### config.mk
export PLATFORM = sky130hd
export DESIGN_NAME = lc_state_encoder
export DESIGN_NICKNAME = d
export VERILOG_FILES = /design/src/rtl/lc_enc_pkg.sv /design/src/rtl/lc_state_encoder_check.sv /design/src/rtl/lc_state_encoder.sv
export SDC_FILE = /design/constraint.sdc
export NUM_CORES = 1
export LEC_CHECK = 0
export ABC_AREA = 1
export BUFFER_PORTS_ARGS = -buffer_cell sky130_fd_sc_hd__buf_2
export CAP_MARGIN = 25
export CORE_AREA = 5 5 57 59
export DETAILED_ROUTE_END_ITERATION = 10
export DIE_AREA = 0 0 62 64
export PLACE_DENSITY = 0.86
export SYNTH_ARGS = -nofsm -noshare
export SYNTH_HDL_FRONTEND = slang
export SYNTH_SLANG_ARGS = --single-unit
### constraint.sdc
create_clock -name clk_i -period 4.45 [get_ports clk_i]
set_input_delay 0.445 -clock clk_i [delete_from_list [all_inputs] [get_ports clk_i]]
set_output_delay 0.445 -clock clk_i [all_outputs]
set_load 0.05 [all_outputs]
### src/rtl/lc_enc_pkg.sv
// lc_enc_pkg: shared types and constants for the lifecycle state encoder.
package lc_enc_pkg;
  localparam int NumLcWords = 20;
  localparam int LcWordW = 16;
  localparam logic [15:0] LcMarkWord = 16'hA5C3;
  typedef enum logic [4:0] {
    DecLcStRaw           = 5'd0,
    DecLcStTestUnlocked0 = 5'd1,
    DecLcStTestLocked0   = 5'd2,
    DecLcStTestUnlocked1 = 5'd3,
    DecLcStTestLocked1   = 5'd4,
    DecLcStTestUnlocked2 = 5'd5,
    DecLcStTestLocked2   = 5'd6,
    DecLcStTestUnlocked3 = 5'd7,
    DecLcStTestLocked3   = 5'd8,
    DecLcStTestUnlocked4 = 5'd9,
    DecLcStTestLocked4   = 5'd10,
    DecLcStTestUnlocked5 = 5'd11,
    DecLcStTestLocked5   = 5'd12,
    DecLcStTestUnlocked6 = 5'd13,
    DecLcStTestLocked6   = 5'd14,
    DecLcStTestUnlocked7 = 5'd15,
    DecLcStDev           = 5'd16,
    DecLcStProd          = 5'd17,
    DecLcStProdEnd       = 5'd18,
    DecLcStRma           = 5'd19,
    DecLcStScrap         = 5'd20,
    DecLcStPostTrans     = 5'd21,
    DecLcStEscalate      = 5'd22,
    DecLcStInvalid       = 5'd23
  } dec_lc_state_e;
  typedef enum logic [1:0] {ErrNone, ErrIllegal, ErrNonFwd, ErrOtp} lc_enc_err_e;
  typedef enum logic [1:0] {StIdle, StCheck, StWrite, StDone} lc_enc_st_e;
endpackage

### src/rtl/lc_state_encoder_check.sv
// lc_target_check: validates a (current, target) lifecycle pair.
module lc_target_check
  import lc_enc_pkg::*;
(
  input  logic [4:0]  cur,
  input  logic [4:0]  tgt,
  output logic        ok,
  output lc_enc_err_e err_code
);
  logic illegal;
  assign illegal = cur > DecLcStScrap || tgt > DecLcStScrap || tgt == DecLcStRaw;
  assign err_code = illegal ? ErrIllegal : (tgt <= cur) ? ErrNonFwd : ErrNone;
  assign ok = err_code == ErrNone;
endmodule

### src/rtl/lc_state_encoder.sv
// lc_state_encoder: programs the OTP words that differ between two lifecycle states.
module lc_state_encoder
  import lc_enc_pkg::*;
#(
  parameter int NumWords = NumLcWords,
  parameter int WordW = LcWordW,
  parameter logic [WordW-1:0] MarkWord = WordW'(LcMarkWord)
) (
  input  logic                        clk_i,
  input  logic                        rst_i,
  input  logic                        req_valid_i,
  output logic                        req_ready_o,
  input  logic [4:0]                  cur_state_i,
  input  logic [4:0]                  tgt_state_i,
  output logic                        otp_valid_o,
  input  logic                        otp_ready_i,
  output logic [$clog2(NumWords)-1:0] otp_addr_o,
  output logic [WordW-1:0]            otp_data_o,
  input  logic                        otp_err_i,
  output logic                        done_o,
  output logic                        err_o,
  output logic [1:0]                  err_code_o
);
  localparam int AddrW = $clog2(NumWords);
  lc_enc_st_e state_q, state_d;
  lc_enc_err_e code_q, code_d, chk_code;
  logic [4:0] cur_q, cur_d, tgt_q, tgt_d;
  logic [AddrW-1:0] addr_q, addr_d;
  logic chk_ok, last;
  lc_target_check u_check (
    .cur      (cur_q),
    .tgt      (tgt_q),
    .ok       (chk_ok),
    .err_code (chk_code)
  );
  assign last = 5'(addr_q) == tgt_q - 5'd1;
  always_comb begin
    state_d = state_q;
    code_d = code_q;
    cur_d = cur_q;
    tgt_d = tgt_q;
    addr_d = addr_q;
    case (state_q)
      StIdle: if (req_valid_i) begin
        cur_d = cur_state_i;
        tgt_d = tgt_state_i;
        code_d = ErrNone;
        state_d = StCheck;
      end
      StCheck: if (!chk_ok) begin
        code_d = chk_code;
        state_d = StDone;
      end else begin
        addr_d = AddrW'(cur_q);
        state_d = StWrite;
      end
      StWrite: if (otp_ready_i) begin
        code_d = otp_err_i ? ErrOtp : code_q;
        state_d = (otp_err_i || last) ? StDone : StWrite;
        addr_d = (otp_err_i || last) ? addr_q : addr_q + AddrW'(1);
      end
      default: state_d = StIdle;
    endcase
  end
  always_ff @(posedge clk_i) begin
    if (rst_i) begin
      state_q <= StIdle;
      code_q <= ErrNone;
      cur_q <= '0;
      tgt_q <= '0;
      addr_q <= '0;
    end else begin
      state_q <= state_d;
      code_q <= code_d;
      cur_q <= cur_d;
      tgt_q <= tgt_d;
      addr_q <= addr_d;
    end
  end
  assign req_ready_o = state_q == StIdle;
  assign otp_valid_o = state_q == StWrite;
  assign otp_addr_o = addr_q;
  // Data is only driven while a word is offered so the idle bus reads as zero.
  assign otp_data_o = otp_valid_o ? MarkWord ^ WordW'(addr_q) : '0;
  assign done_o = state_q == StDone;
  assign err_code_o = done_o ? code_q : ErrNone;
  assign err_o = done_o && code_q != ErrNone;
endmodule
==> flow_summary.toml <==
[final_layout]
antenna_cells_inserted = 0
fillerInstances = 274
layout.area.seq_um2 = 380
synthToLayoutAreaGrowth_pct = 11.0
final_net_count = 274
multi_input_comb_area_um2 = 817
finish.cell_count_without_fillers = 276
drive_above_1_share_pct = 22.9

[worst_setup_path]
critical-path-max-stage-delay_ns = 0.55
critPathArrivalTime_ns = 1.89
start_kind = "flip-flop"
cp_max_fo = 19
path_cells = "inv_1, ha_1, inv_2, nor2_1, buf_2"
critPathKind = "flip-flop to output pin"
worst-endpoint-required_ns = 4.01
worst_setup_path_end_kind = "output pin"
critical_path.slowest_cell = "ha_1"

[detailed_routing]
vias_per_cell = 4.89
routed_wirelength_mm = 2.98
dr_total_vias = 1349
drt_first_iter_violations = 75
route.antenna.remaining_nets = 0
detailedRoute.firstPassIterationCount = 4
drc = 0
routedWlPerCell_um = 10.8

[clock_tree]
cts_inserted_buffers = 3
postCtsSetupBuffers = 0
h-tree-depth = 1
clk-insertion-delay-late_ns = 0.29
postCtsResizedCells = 0
cts-root-buf = "clkbuf_4"
clk_path_buf_depth = 2
cts_tree = "yes"
path_clk_slew_ns = 0.11
ctsHoldBuffers = 0
total_number_of_clock_tree_sinks = 19

[logic_synthesis]
syn_area_cell_um2 = 6.56
postSynthCellCount = 215
yosysWarningCount = 0
synthDistinctLibCells = 27
mappedNetlistArea_um2 = 1410
synth_register_bits = 19
synth-seq-area-share_pct = 27.0

[grt]
grt_start_max_net_pins = 20
globalRouteTotalUtil_pct = 16.0
globalRouteOverflowTotal = 0
antenna_found_initial = 0
grt_pass1_wl_mm = 4.93
vias_in_the_first_global_route = 1134

[power_and_ir_drop]
leakagePower_nw = 0.885
power.density_nw_per_um2 = 813
max-vdd-ir-drop_uv = 493

[sta]
fmax_mhz = 428
final_hold_viol_count = 0
grt_setup_unrepaired = "no"
fin_hold_ws_ns = 0.346
max-slew-margin-rel_pct = 59.2
setup-tns-final_ns = 0
fin_skew_ns = 0.00408
fin_crit_sh_pct = 52.5
setup_violations = 0
tightest_slew_ns = 0.612
finalCriticalPeriod_ns = 2.33
slew_violations = 0

[placement]
gp_routability_congestion = 0.912
dp.final_hpwl_mm = 2.46
numPlacedInstances = 272
port_buffers = 36

[floorplan]
die_area_um2 = 3970
die_height_um = 64
placement_rows = 19
io-pin-count = 42
die_x_um = 62
start_util_pct = 53.0
core_area_um2 = 2660

[run_status]
result_of_the_run = "complete, no violations"

[job]
count_of_maximum_capacitance_violations = 0

[min_path]
min-delay-path-class = "primary input to flip-flop"
critical path, delay by kind of cell (launching register included):
| family | cells | cell delay [ns] |
|---|---|---|
| adders and majority gates | 1 | 0.55 |
| DFF | 1 | 0.37 |
| and+or+nand+nor | 1 | 0.15 |
| buffers and inverters | 3 | 0.53 |
cells by family (layout without fill, tap and decap cells):
logic type,count (synthesis),after routing,share of synthesized area (%)
AO/OA/AOI/OAI,43,43,16.9
XOR/XNOR,3,3,1.86
adder cells (fa/ha/maj),13,13,11.5
buffers and inverters,47,73,16.2
flip-flops,19,19,27.0
other,1,5,0.266
AND/OR/NAND/NOR,89,89,26.2
power breakdown:
part	leakage (nW)	total (mW)	internal, mW	switching, mW
clock network	0.0150	0.0876	0.0348	0.0527
logic	0.713	0.883	0.254	0.629
registers	0.157	0.303	0.234	0.0694
metrics by stage:
| stage | util, % | power [mW] | instance area [um2] | worst slack (ns) |
|---|---|---|---|---|
| after floorplan | - | 1.06 | 1430 | 2.14 |
| after global placement | 57.8 | 1.17 | 1540 | 2.47 |
| after detailed placement | 57.8 | 1.19 | 1540 | 2.42 |
| after CTS | 58.8 | 1.28 | 1570 | 2.10 |
| after global routing | 58.8 | 1.41 | 1570 | 1.92 |
| final | 58.8 | 1.27 | 1570 | 2.12 |
state kept, by name, indices dropped and copies added (netlist names):
register	count
code_q	2
cur_q	5
otp_addr_o	5
tgt_q	5
state_q	2
layout by cell type (no fill, tap or decap):
master	netlist	layout
nand2_1	53	53
o21ai_4	1	1
inv_1	20	20
nand2_2	2	2
o22ai_1	1	1
o21a_1	1	1
a211oi_1	1	1
o221ai_1	1	1
xor2_1	1	1
nand3_4	1	1
xnor2_1	2	2
o21ai_0	17	17
clkbuf_1	1	1
ha_1	13	13
inv_2	12	12
nor2_2	1	1
nand3_1	6	6
clkbuf_4	0	3
nor2_1	23	23
o21ai_1	4	4
buf_2	0	36
conb_1	1	5
dfxtp_1	19	19
a21oi_1	16	16
clkinv_1	1	1
nand4_1	3	3
o21bai_1	1	1
cells in the mapped netlist (all sizes together):
cell    number  area [um2]
clkinv       1        3.75
a21oi       16        80.1
dfxtp       19         380
o221ai       1        8.76
nand4        3        18.8
inv         32         120
xor2         1        8.76
buf         13         101
a211oi       1        7.51
nor2        24        92.6
xnor2        2        17.5
o21bai       1        7.51
clkbuf       1        3.75
o21ai       22         121
ha          13         163
nand3        7        47.6
conb         1        3.75
nand2       55         211
o22ai        1        6.26
o21a         1        7.51
per-layer routing:
metal | vias up | wire (um) | part of all wire, % | GRT usage (%)
met3 | 4 | 194 | 6.5 | 2.21
met5 | - | 0 | 0 | 0
li1 | 728 | - | - | -
met2 | 41 | 1420 | 47 | 24.9
met1 | 576 | 1340 | 45 | 22.3
met4 | 0 | 30 | 1.0 | 5.31
final timing paths:
check	start	end	slack [ns]	depth (start not counted)
setup / recovery	state_q[0]	otp_data_o[0]	2.12	5
setup reg to reg	state_q[0]	code_q[0]	2.39	9
hold / removal	rst_i	otp_addr_o[3]	0.35	2
hold reg to reg	code_q[1]	code_q[1]	0.49	2
layout make-up:
cell class | instances | area share (%)
Multi-Input combinational cell | 153 | 52.2
Sequential cell | 19 | 24.3
Timing Repair Buffer | 36 | 11.5
Inverter | 33 | 7.91
Tap cell | 31 | 2.48
Clock buffer | 4 | 1.68
Power figures use the tool's default switching activity.
